===== src/rtl/mem_requester_pkg.sv =====
// Shared definitions for the memory requester and the 128x8 memory block.
package mem_requester_pkg;

    localparam int unsigned MEM_ADDR_W = 7;
    localparam int unsigned MEM_DATA_W = 8;

    typedef enum logic [1:0] {
        ST_IDLE    = 2'd0,
        ST_SETUP   = 2'd1,
        ST_ACCESS  = 2'd2,
        ST_RELEASE = 2'd3
    } req_state_t;

    // Bits needed to count 0..limit inclusive (at least one bit).
    function automatic int unsigned cnt_width(input int unsigned limit);
        return (limit < 1) ? 1 : $clog2(limit + 1);
    endfunction

endpackage


===== src/rtl/mem_requester.sv =====
// Initiator for the en/read/write/ready memory handshake: one load/store at a
// time, address/mode set up a cycle before enable, bounded wait for ready,
// return-to-zero on ready before the single-cycle response.
module mem_requester
    import mem_requester_pkg::*;
#(
    parameter int unsigned ADDR_W  = MEM_ADDR_W,
    parameter int unsigned DATA_W  = MEM_DATA_W,
    parameter int unsigned TIMEOUT = 15
) (
    input  logic              clk,
    input  logic              reset,
    input  logic              req_valid,
    output logic              req_ready,
    input  logic              req_write,
    input  logic [ADDR_W-1:0] req_addr,
    input  logic [DATA_W-1:0] req_wdata,
    output logic              resp_valid,
    output logic [DATA_W-1:0] resp_rdata,
    output logic              resp_err,
    output logic              mem_en,
    output logic              mem_read,
    output logic              mem_write,
    output logic [ADDR_W-1:0] mem_address,
    output logic [DATA_W-1:0] mem_input_data,
    input  logic [DATA_W-1:0] mem_output_data,
    input  logic              mem_ready
);

    localparam int unsigned CNT_W = cnt_width(TIMEOUT);
    localparam logic [CNT_W-1:0] CNT_LIMIT = CNT_W'(TIMEOUT);

    req_state_t       state;
    logic [CNT_W-1:0] cnt;
    logic [CNT_W-1:0] cnt_next;

    // Saturating increment of the ACCESS wait counter.
    always_comb begin
        cnt_next = cnt;
        if (cnt != '1) begin
            cnt_next = cnt + 1'b1;
        end
    end

    // Request sequencer; the address/data/mode output registers double as the
    // latched copy of the accepted request, so no separate capture registers.
    always_ff @(posedge clk or posedge reset) begin
        if (reset) begin
            state          <= ST_IDLE;
            cnt            <= '0;
            req_ready      <= 1'b0;
            resp_valid     <= 1'b0;
            resp_rdata     <= '0;
            resp_err       <= 1'b0;
            mem_en         <= 1'b0;
            mem_read       <= 1'b0;
            mem_write      <= 1'b0;
            mem_address    <= '0;
            mem_input_data <= '0;
        end else begin
            resp_valid <= 1'b0;
            case (state)
                ST_IDLE: begin
                    if (req_valid && req_ready) begin
                        req_ready      <= 1'b0;
                        mem_address    <= req_addr;
                        mem_input_data <= req_wdata;
                        mem_write      <= req_write;
                        mem_read       <= !req_write;
                        state          <= ST_SETUP;
                    end else begin
                        req_ready <= 1'b1;
                    end
                end
                ST_SETUP: begin
                    mem_en <= 1'b1;
                    cnt    <= '0;
                    state  <= ST_ACCESS;
                end
                ST_ACCESS: begin
                    cnt <= cnt_next;
                    if (mem_ready) begin
                        mem_en   <= 1'b0;
                        resp_err <= 1'b0;
                        if (!mem_write) begin
                            resp_rdata <= mem_output_data;
                        end
                        state <= ST_RELEASE;
                    end else if (cnt_next == CNT_LIMIT) begin
                        mem_en   <= 1'b0;
                        resp_err <= 1'b1;
                        state    <= ST_RELEASE;
                    end
                end
                ST_RELEASE: begin
                    if (!mem_ready) begin
                        mem_read   <= 1'b0;
                        mem_write  <= 1'b0;
                        resp_valid <= 1'b1;
                        state      <= ST_IDLE;
                    end
                end
                default: begin
                    state <= ST_IDLE;
                end
            endcase
        end
    end

endmodule

===== config.mk =====
export PLATFORM = sky130hd
export DESIGN_NAME = mem_requester
export DESIGN_NICKNAME = d
export VERILOG_FILES = /design/src/rtl/mem_requester_pkg.sv /design/src/rtl/mem_requester.sv
export SDC_FILE = /design/constraint.sdc
export NUM_CORES = 1
export LEC_CHECK = 0
export BUFFER_PORTS_ARGS = -buffer_cell sky130_fd_sc_hd__buf_2
export CELL_PAD_IN_SITES_DETAIL_PLACEMENT = 1
export CELL_PAD_IN_SITES_GLOBAL_PLACEMENT = 2
export CORE_MARGIN = 4
export CORE_UTILIZATION = 27
export CTS_CLUSTER_SIZE = 10
export DETAILED_ROUTE_END_ITERATION = 7
export PLACE_DENSITY = 0.8
export SLEW_MARGIN = 20
export SYNTH_ARGS = -nofsm -noshare
export SYNTH_HDL_FRONTEND = slang
export SYNTH_SLANG_ARGS = --single-unit

===== constraint.sdc =====
create_clock -name clk -period 1.5 [get_ports clk]
set_input_delay 0.225 -clock clk [delete_from_list [all_inputs] [get_ports clk]]
set_output_delay 0.225 -clock clk [all_outputs]
set_load 0.01 [all_outputs]

==> impl_metrics.ini, run 1 <==
[global_routing]
grt_pass1_wl_um = 5820
grt_max_degree = 36
gr-total-overflow = 0
grt_pass1_vias = 1228
grt_usage = 0.104
grt_antenna_before_repair = 0

[logic_synthesis]
synth_seq_cells = 35
synthCells = 115
yosysSeqAreaShare = 0.574
synth.largest_area_cell = dfrtp_1
synth_area_mm2 = 0.00153
netlist-cell-type-count = 29
synth_nets = 147
synth_top_area_frac = 0.574
ys_warn_count = 0
postSynthAreaPerCell_um2 = 13.3
synth_area_leaders = dfrtp_1 57%, mux2_1 15%, mux2_2 3.7%

[clock_tree]
cts_sinks = 35
ctsRootBufferMaster = clkbuf_8
insertion_delay_ns = 0.29
cts_max_level = 2
cts_tree = built
cts_made_buffers = 5
clock_path_buffers = 2
clk_pin_slew_worst_paths_ns = 0.07

[setup_path]
critPathMaxFanout = 4
cp-end-kind = flop
arrival_ns = 1.64
r2r_setup_slack_ns = 0.03
critical_path_class = flop to flop
setup.worst_path.start_class = flop
worstPathRequired_ns = 1.68

[floorplanning]
fp.dieArea_mm2 = 0.00692
start_util = 0.277
die_w_um = 83.2
die_y_um = 83.2
ioPinCount = 57
rows = 27
core_area_mm2 = 0.00551

[detailed_routing]
first_pass_iters = 4
drcViolationCount = 0
postRouteAntennaNets = 0
routed_wl_um = 3470
drt_iter0_drc = 24
dr_total_vias = 1153
wl_per_cell_um = 13.3
viasPerCell = 4.42

[layout]
post-route-util = 0.395
drive_gt1_frac = 0.519
n_antenna_cell = 0
nFillCells = 617
finalNetCount = 220
design_area_mm2 = 0.00218
synthToLayoutAreaGrowth_pct = 42.7

[timing]
hold_viol_final = 0
rsz0062_at_grt = yes
hold_slack_ns = 0.0241
setup_tns_ns = 0
slew_headroom = 0.705
min_period_ns = 1.47
period_share = 0.978
slew_violations = 0
clock_skew_ns = 0.00407
setup_viol = 0
fmax_mhz = 682
worst_slew_pin_slew_ns = 0.443

[job]
drv_cap = 0

[pwr]
p_leak_nw = 1.04
irDropWorstVdd_uv = 607
cellPowerDensity_mw_per_mm2 = 2120
total_power_w = 0.00462

[place]
gp_congestion = 0.695
hpwl_um = 2650
place_area_mm2 = 0.00196
io_buffer_count = 56

[run_status]
status = finished clean

[worst_hold_path]
hold_path.class = input pin to asynchronous set/reset pin
## layout by cell type, fill, tap and decap left out, types with 5 or more instances in the layout
cell and n:
mux2_1 20, inv_1 5, buf_2 56, nand2_1 5
buf_4 13, clkbuf_8 5, dfrtp_1 34, a21oi_1 5
mux2_2 5, o21ai_1 5
## critical path: stages, from the launching register on
cell and delay (ns):
dfrtp_2 0.42, buf_4 0.15, ha_4 0.16, nor2b_4 0.13, nand2b_1 0.08, nand3_2 0.10, mux2_4 0.31
## cells in the mapped netlist
master    count
nand3_1       3
a22oi_2       1
nand3b_2      1
mux2_2        5
clkbuf_1      1
ha_1          4
o21a_1        2
buf_6         1
a21oi_1       5
nor2b_1       3
xnor2_1       1
a41oi_1       1
inv_1         6
a211oi_1      1
o21ai_0       1
o21ai_1       5
mux2_4        1
o211ai_2      1
nand2b_1      3
nand4_1       1
buf_2         2
a31oi_1       1
dfrtp_1      35
mux2_1       20
nand3_2       2
o211ai_1      1
nor2_1        1
a211o_1       1
nand2_1       5
## what timing repair did
action | 4_1_cts | 5_1_grt
endpoints found under the setup margin | 11 | 15
buffers inserted | 2 | 2
cloned | 0 | 0
pin swaps | 1 | 4
resized for setup | 3 | 10
hold buffers | 0 | 0
## stage by stage
step	instances	worst slack, ns
finish	261	0.0330
global route	261	-0.0276
CTS	259	0.00900
detailed placement	249	-0.0513
global placement	249	-0.00859
floorplan	115	0.00455
## worst paths after layout
| path | to | cells after the start | from |
|---|---|---|---|
| min in group clk | resp_rdata[6]$_DFFE_PP0P_ | 2 | mem_output_data[6] |
| setup / recovery | state[1]$_DFFE_PP0P_ | 6 | state[1]$_DFFE_PP0P_ |
| setup reg to reg | state[1]$_DFFE_PP0P_ | 6 | state[1]$_DFFE_PP0P_ |
| hold reg to reg | mem_address[1]$_DFFE_PP0P_ | 1 | mem_address[1]$_DFFE_PP0P_ |
| hold / removal | mem_address[0]$_DFFE_PP0P_ | 3 | reset |
| max in group asynchronous | state[1]$_DFFE_PP0P_ | 3 | reset |
## state kept, by name, indices dropped and copies added, names as in the netlist
signal and flops:
mem_address 7, resp_rdata 8, req_ready 1, mem_read 1, mem_en 1, state 2
mem_input_data 8, resp_valid 1, cnt 4, resp_err 1, mem_write 1
## cell families after synthesis
logic type	after synthesis	synth area share
simple gates	19	0.0738
compound gates	20	0.0878
fa+ha+maj	4	0.0328
mux	26	0.194
flops	35	0.574
xor+xnor	1	0.00574
buf+inv	10	0.0312
## layer usage
metal	global-route usage	routed length, um	vias to the layer above
met3	0.0397	265	7
met1	0.131	1650	549
met5	0	0	-
met4	0.0490	61	0
met2	0.157	1490	49
li1	-	-	548
## power by group
part / switching, W / internal, W
Sequential: 0.000230 / 0.00138
Combinational: 0.00102 / 0.00115
Clock: 0.000345 / 0.000494
Total: 0.00159 / 0.00303
## cell type report
| type | count | area (um^2) | share of cell area |
|---|---|---|---|
| sequential | 35 | 877 | 0.403 |
| multi-input combinational | 70 | 676 | 0.311 |
| timing repair buffer | 70 | 398 | 0.183 |
| tap | 72 | 90.1 | 0.0414 |
| clock buffer | 5 | 68.8 | 0.0316 |
| clock inverter | 3 | 43.8 | 0.0201 |
| inverter | 6 | 22.5 | 0.0104 |
No activity file was read; power rests on OpenSTA's default activity.
==> run 2, diff against run 1 <==
clock period = 1.2 ns   (was 1.5 ns; I/O delays follow)
==> run 2 against run 1 <==
Against the previous run:
- the run now ends with negative setup slack left
- routed wire length grew 16%
- non-clock buffer count grew 8
- fmax shrank 2.5%
- sequential power grew 27%
- combinational power grew 70%
- worst setup slack lost 0.34 ns
- largest cell class unchanged
==> impl_metrics.ini, run 2 (synthesized netlist as in run 1, its figures left out) <==
[run_status]
status = complete, but fails checks
violations = negative setup slack

[timing]
worst_slew_pin_slew_ns = 0.313
min_period_ns = 1.50
fmax_mhz = 665
period_share = 1.25
slew_violations = 0
setup_viol = 33
setup_tns_ns = -6.09
clock_skew_ns = 0.00390
rsz0062_at_grt = yes
slew_headroom = 0.790
timing.final.ws_setup_ns = -0.305
hold_viol_final = 0

[pwr]
p_leak_nw = 1.21
total_power_w = 0.00652
irDropWorstVdd_uv = 836
cellPowerDensity_mw_per_mm2 = 2700

[clock_tree]
cts_made_buffers = 5
cts_tree = built
ctsRootBufferMaster = clkbuf_8
clock_path_buffers = 2
clk_pin_slew_worst_paths_ns = 0.07
insertion_delay_ns = 0.28
cts_sinks = 35
cts_max_level = 2

[global_routing]
grt_usage = 0.117
grt_pass1_wl_um = 6600
grt_max_degree = 36
gr-total-overflow = 0
grt_pass1_vias = 1301
grt_antenna_before_repair = 0

[detailed_routing]
drt_iter0_drc = 14
dr_total_vias = 1196
drcViolationCount = 0
first_pass_iters = 4
wl_per_cell_um = 14.9
routed_wl_um = 4020
viasPerCell = 4.43
postRouteAntennaNets = 0

[floorplanning]
die_y_um = 83.2
core_area_mm2 = 0.00551
rows = 27
fp.dieArea_mm2 = 0.00692
die_w_um = 83.2
start_util = 0.277
ioPinCount = 57

[place]
place_area_mm2 = 0.00201
gp_congestion = 0.711
hpwl_um = 2660
io_buffer_count = 56
numPlacedInstances = 250
post-place-ws_ns = -0.308

[layout]
layout_common_cells = 56 x buf_2, 34 x dfrtp_1, 26 x mux2_4
n_antenna_cell = 0
finalNetCount = 229
drive_gt1_frac = 0.682
synthToLayoutAreaGrowth_pct = 58.5
layout.cells.non_filler = 270
top_regs = mem_input_data x8, resp_rdata x8, mem_address x7
final_common_cell = buf_2
design_area_mm2 = 0.00242

[worst_hold_path]
hold_path.class = input pin to flop

[setup_path]
r2r_setup_slack_ns = -0.30
worstPathRequired_ns = 1.37
arrival_ns = 1.67
cp-end-kind = flop
critical_path_class = flop to flop
critPathMaxFanout = 4
setup.worst_path.start_class = flop

[job]
drv_cap = 0
## run 2: critical path, cell delays in order, from the launching register on
cell      delay, ns
dfrtp_1        0.42
buf_4          0.16
ha_4           0.17
nor2b_4        0.13
nand2b_1       0.13
nand3_4        0.09
mux2_4         0.30
## run 2: final cells by class
| type | count | area, um^2 |
|---|---|---|
| clock buffers | 7 | 76.3 |
| clock inverters | 1 | 5.00 |
| fillers | 601 | 3090 |
| inverters | 6 | 22.5 |
| multi-input cells | 71 | 847 |
| flip-flops and latches | 35 | 877 |
| well taps | 72 | 90.1 |
| repair buffers | 78 | 499 |
## run 2: where the power goes
part,switching (W),internal [W]
Sequential,0.000309,0.00173
Combinational,0.00157,0.00211
Clock,0.000400,0.000407
Total,0.00228,0.00424
## run 2: path summary, 6_finish.rpt
path / startpoint / endpoint / cells past startpoint
max in group asynchronous: reset / cnt[0]$_DFFE_PP0P_ / 4
setup / recovery: state[1]$_DFFE_PP0P_ / state[1]$_DFFE_PP0P_ / 6
setup reg to reg: state[1]$_DFFE_PP0P_ / state[1]$_DFFE_PP0P_ / 6
min in group asynchronous: reset / mem_write$_DFFE_PP0P_ / 4
hold reg to reg: mem_address[6]$_DFFE_PP0P_ / mem_address[6]$_DFFE_PP0P_ / 1
hold / removal: mem_output_data[0] / resp_rdata[0]$_DFFE_PP0P_ / 2
## run 2: per-stage QoR
| stage | utilization | hold slack, ns |
|---|---|---|
| floorplan | - | 0.246 |
| global placement | 0.364 | 0.244 |
| detailed placement | 0.364 | 0.244 |
| CTS | 0.414 | 0.0997 |
| global route | 0.439 | 0.110 |
| finish | 0.439 | 0.126 |
## run 2: what timing repair did
action,4_1_cts,5_1_grt
buffers inserted,8,2
pin swaps,8,8
gates resized for setup,25,26
setup endpoints to repair,33,34
hold endpoints to repair,35,0
hold buffers,1,0
gates cloned,1,0
## run 2: per-layer routing
metal / wire (um) / track usage / vias up / part of all wire
met4: 25 / 0.0267 / 0 / 0.0062
met5: 0 / 0 / - / 0
met1: 1750 / 0.143 / 592 / 0.44
li1: - / - / 570 / -
met2: 2050 / 0.197 / 30 / 0.51
met3: 191 / 0.0417 / 4 / 0.048
==> run 3, diff against run 2 <==
BUFFER_PORTS_ARGS = unset   (was -buffer_cell sky130_fd_sc_hd__buf_2)
CORE_UTILIZATION = 35   (was 27)
DONT_BUFFER_PORTS = 1   (was unset)
PLACE_DENSITY = 0.79   (was 0.8)
==> run 3 against run 2 <==
Against the previous run:
- the flow still finishes with violations (negative setup slack)
- sequential share of layout area grew 7.3 points
- power down 12%
- critical path depth shrank 1
- final cell count is 30% lower
- sequential power grew 15%
- highest routed layer unchanged
==> impl_metrics.ini, run 3 (synthesized netlist as in run 1, its figures left out) <==
[run_status]
status = complete, but fails checks
violations = negative setup slack

[job]
drv_cap = 0

[detailed_routing]
drcViolationCount = 0
postRouteAntennaNets = 0
dr_total_vias = 1002
routed_wl_um = 3610
wl_per_cell_um = 19.1
first_pass_iters = 3
viasPerCell = 5.30
drt_iter0_drc = 25

[layout]
layout_common_cells = 33 x dfrtp_1, 16 x buf_4, 12 x mux2_4
n_antenna_cell = 0
top_regs = mem_input_data x8, resp_rdata x8, mem_address x7
final_common_cell = dfrtp_1
post-route-util = 0.490
synthToLayoutAreaGrowth_pct = 32.2
finalNetCount = 171
drive_gt1_frac = 0.489

[floorplanning]
core_area_mm2 = 0.00412
fp.dieArea_mm2 = 0.00548
rows = 23
die_y_um = 74.0
ioPinCount = 57
die_w_um = 74.0
start_util = 0.371

[worst_hold_path]
hold-path-cell-count = 1
hold_path.class = input pin to flop
worstHoldEndpoint = resp_rdata[1]$_DFFE_PP0P_
worstHoldStart = mem_output_data[1]

[clock_tree]
cts_tree = built
insertion_delay_ns = 0.28
cts_sinks = 35
cts_max_level = 2
clk_pin_slew_worst_paths_ns = 0.07
ctsRootBufferMaster = clkbuf_8
clock_path_buffers = 2
cts_made_buffers = 5

[setup_path]
r2r_start = cnt[0]$_DFFE_PP0P_
critPathMaxFanout = 3
r2r_setup_slack_ns = -0.27
critical_path_class = flop to flop
critPathSlowestCell = dfrtp_2
cp_slowest_stage_delay_ns = 0.43
cp.buffers_inverters = 0
crit_family = flip-flops
setup.worst_path.start_class = flop
worstPathRequired_ns = 1.37
path_cells = ha_4 -> xnor2_4 -> o211ai_2 -> nand3_2 -> mux2_4
cp-end-kind = flop
arrival_ns = 1.64
r2r-end = state[1]$_DFFE_PP0P_
rr_worst_depth = 5

[global_routing]
gr-usage-met2 = 0.248
grt_pass1_wl_um = 5660
grt_pass1_vias = 1103
busiest_layer = met2
met1_usage = 0.154
grt_max_degree = 36
gr-usage-met3 = 0.0541
grt_antenna_before_repair = 0
gr-total-overflow = 0
grt_usage = 0.142

[timing]
clock_skew_ns = 0.00428
slew_headroom = 0.706
fmax_mhz = 679
timing.final.ws_setup_ns = -0.273
period_share = 1.23
slew_violations = 0
min_period_ns = 1.47
worst_slew_pin_slew_ns = 0.441
hold_slack_ns = 0.0265
rsz0062_at_grt = yes
hold_viol_final = 0
setup_viol = 32

[place]
gp_congestion = 0.754
hpwl_um = 2500
io_buffer_count = 0

[pwr]
p_sw_frac = 0.365
irDropWorstVdd_uv = 971
pwr-share-clk = 0.149
p_leak_nw = 0.886
power.switching_w = 0.00210
cell_internal_pwr_w = 0.00365
total_power_w = 0.00574
power_frac_seq = 0.407
cellPowerDensity_mw_per_mm2 = 2850
comb_power_share = 0.444
## run 3: cell count changes in the layout (fill, tap and decap cells not counted), moves of 2 or more
cell and delta:
buf_2 -56, mux2_4 -14, mux2_1 +9, buf_6 -5, mux2_2 +5, buf_4 +4
nand3_2 +3, buf_12 -2, clkbuf_1 -2, inv_2 -2, nand3_1 -2
## run 3: timing repair
item	CTS	global route
setup endpoints to repair	33	33
resized for setup	23	11
cloned	1	0
buffers inserted	5	1
endpoints found under the hold margin	37	0
hold buffers	2	0
pin swaps	10	8
## run 3: area by class of cell
class / count / area (um^2)
Fill cell: 418 / 2100
Sequential cell: 35 / 878
Multi-Input combinational cell: 71 / 801
Timing Repair Buffer: 20 / 163
Clock buffer: 6 / 82.6
Tap cell: 50 / 62.6
Inverter: 6 / 25.0
Clock inverter: 1 / 5.00
## run 3: per-stage QoR
step	instances	setup TNS (ns)	instance area [um^2]	setup slack, ns
6_report	189	-5.81	2020	-0.273
3_3_place_gp	173	-5.80	1690	-0.304
5_1_grt	189	-7.69	2020	-0.320
3_5_place_dp	173	-8.08	1690	-0.338
2_1_floorplan	115	-3.83	1570	-0.231
4_1_cts	188	-5.83	1950	-0.259
## run 3: worst reg2reg max path, cell delays in order (launching register included)
cell	delay, ns
dfrtp_2	0.43
ha_4	0.19
xnor2_4	0.14
o211ai_2	0.20
nand3_2	0.11
mux2_4	0.30
## run 3: worst max-delay path by stage
stage                                 end  slack (ns)            startpoint  depth (start not counted)
finish               state[1]$_DFFE_PP0P_       -0.27    cnt[0]$_DFFE_PP0P_                          5
global route         state[1]$_DFFE_PP0P_       -0.32    cnt[0]$_DFFE_PP0P_                          5
CTS                  state[1]$_DFFE_PP0P_       -0.26  state[1]$_DFFE_PP0P_                          5
detailed placement  mem_write$_DFFE_PP0P_       -0.34  state[1]$_DFFE_PP0P_                          5
global placement    mem_write$_DFFE_PP0P_       -0.30  state[1]$_DFFE_PP0P_                          5
floorplan            state[1]$_DFFE_PP0P_       -0.23    cnt[1]$_DFFE_PP0P_                          5
## run 3: power groups by stage
| stage | Clock [W] | Combinational, W | Sequential [W] |
|---|---|---|---|
| 6_report | 0.000853 | 0.00255 | 0.00234 |
| 5_1_grt | 0.000939 | 0.00280 | 0.00241 |
| 4_1_cts | 0.000878 | 0.00240 | 0.00235 |
| 3_5_place_dp | 0 | 0.00176 | 0.00237 |
| 3_3_place_gp | 0 | 0.00165 | 0.00232 |
| 2_1_floorplan | 0 | 0.00130 | 0.00227 |
## run 3: per-layer routing
metal | wire length, um | up-vias
li1 | - | 452
met1 | 1340 | 515
met2 | 1960 | 30
met3 | 250 | 5
met4 | 61 | 0
met5 | 0 | -
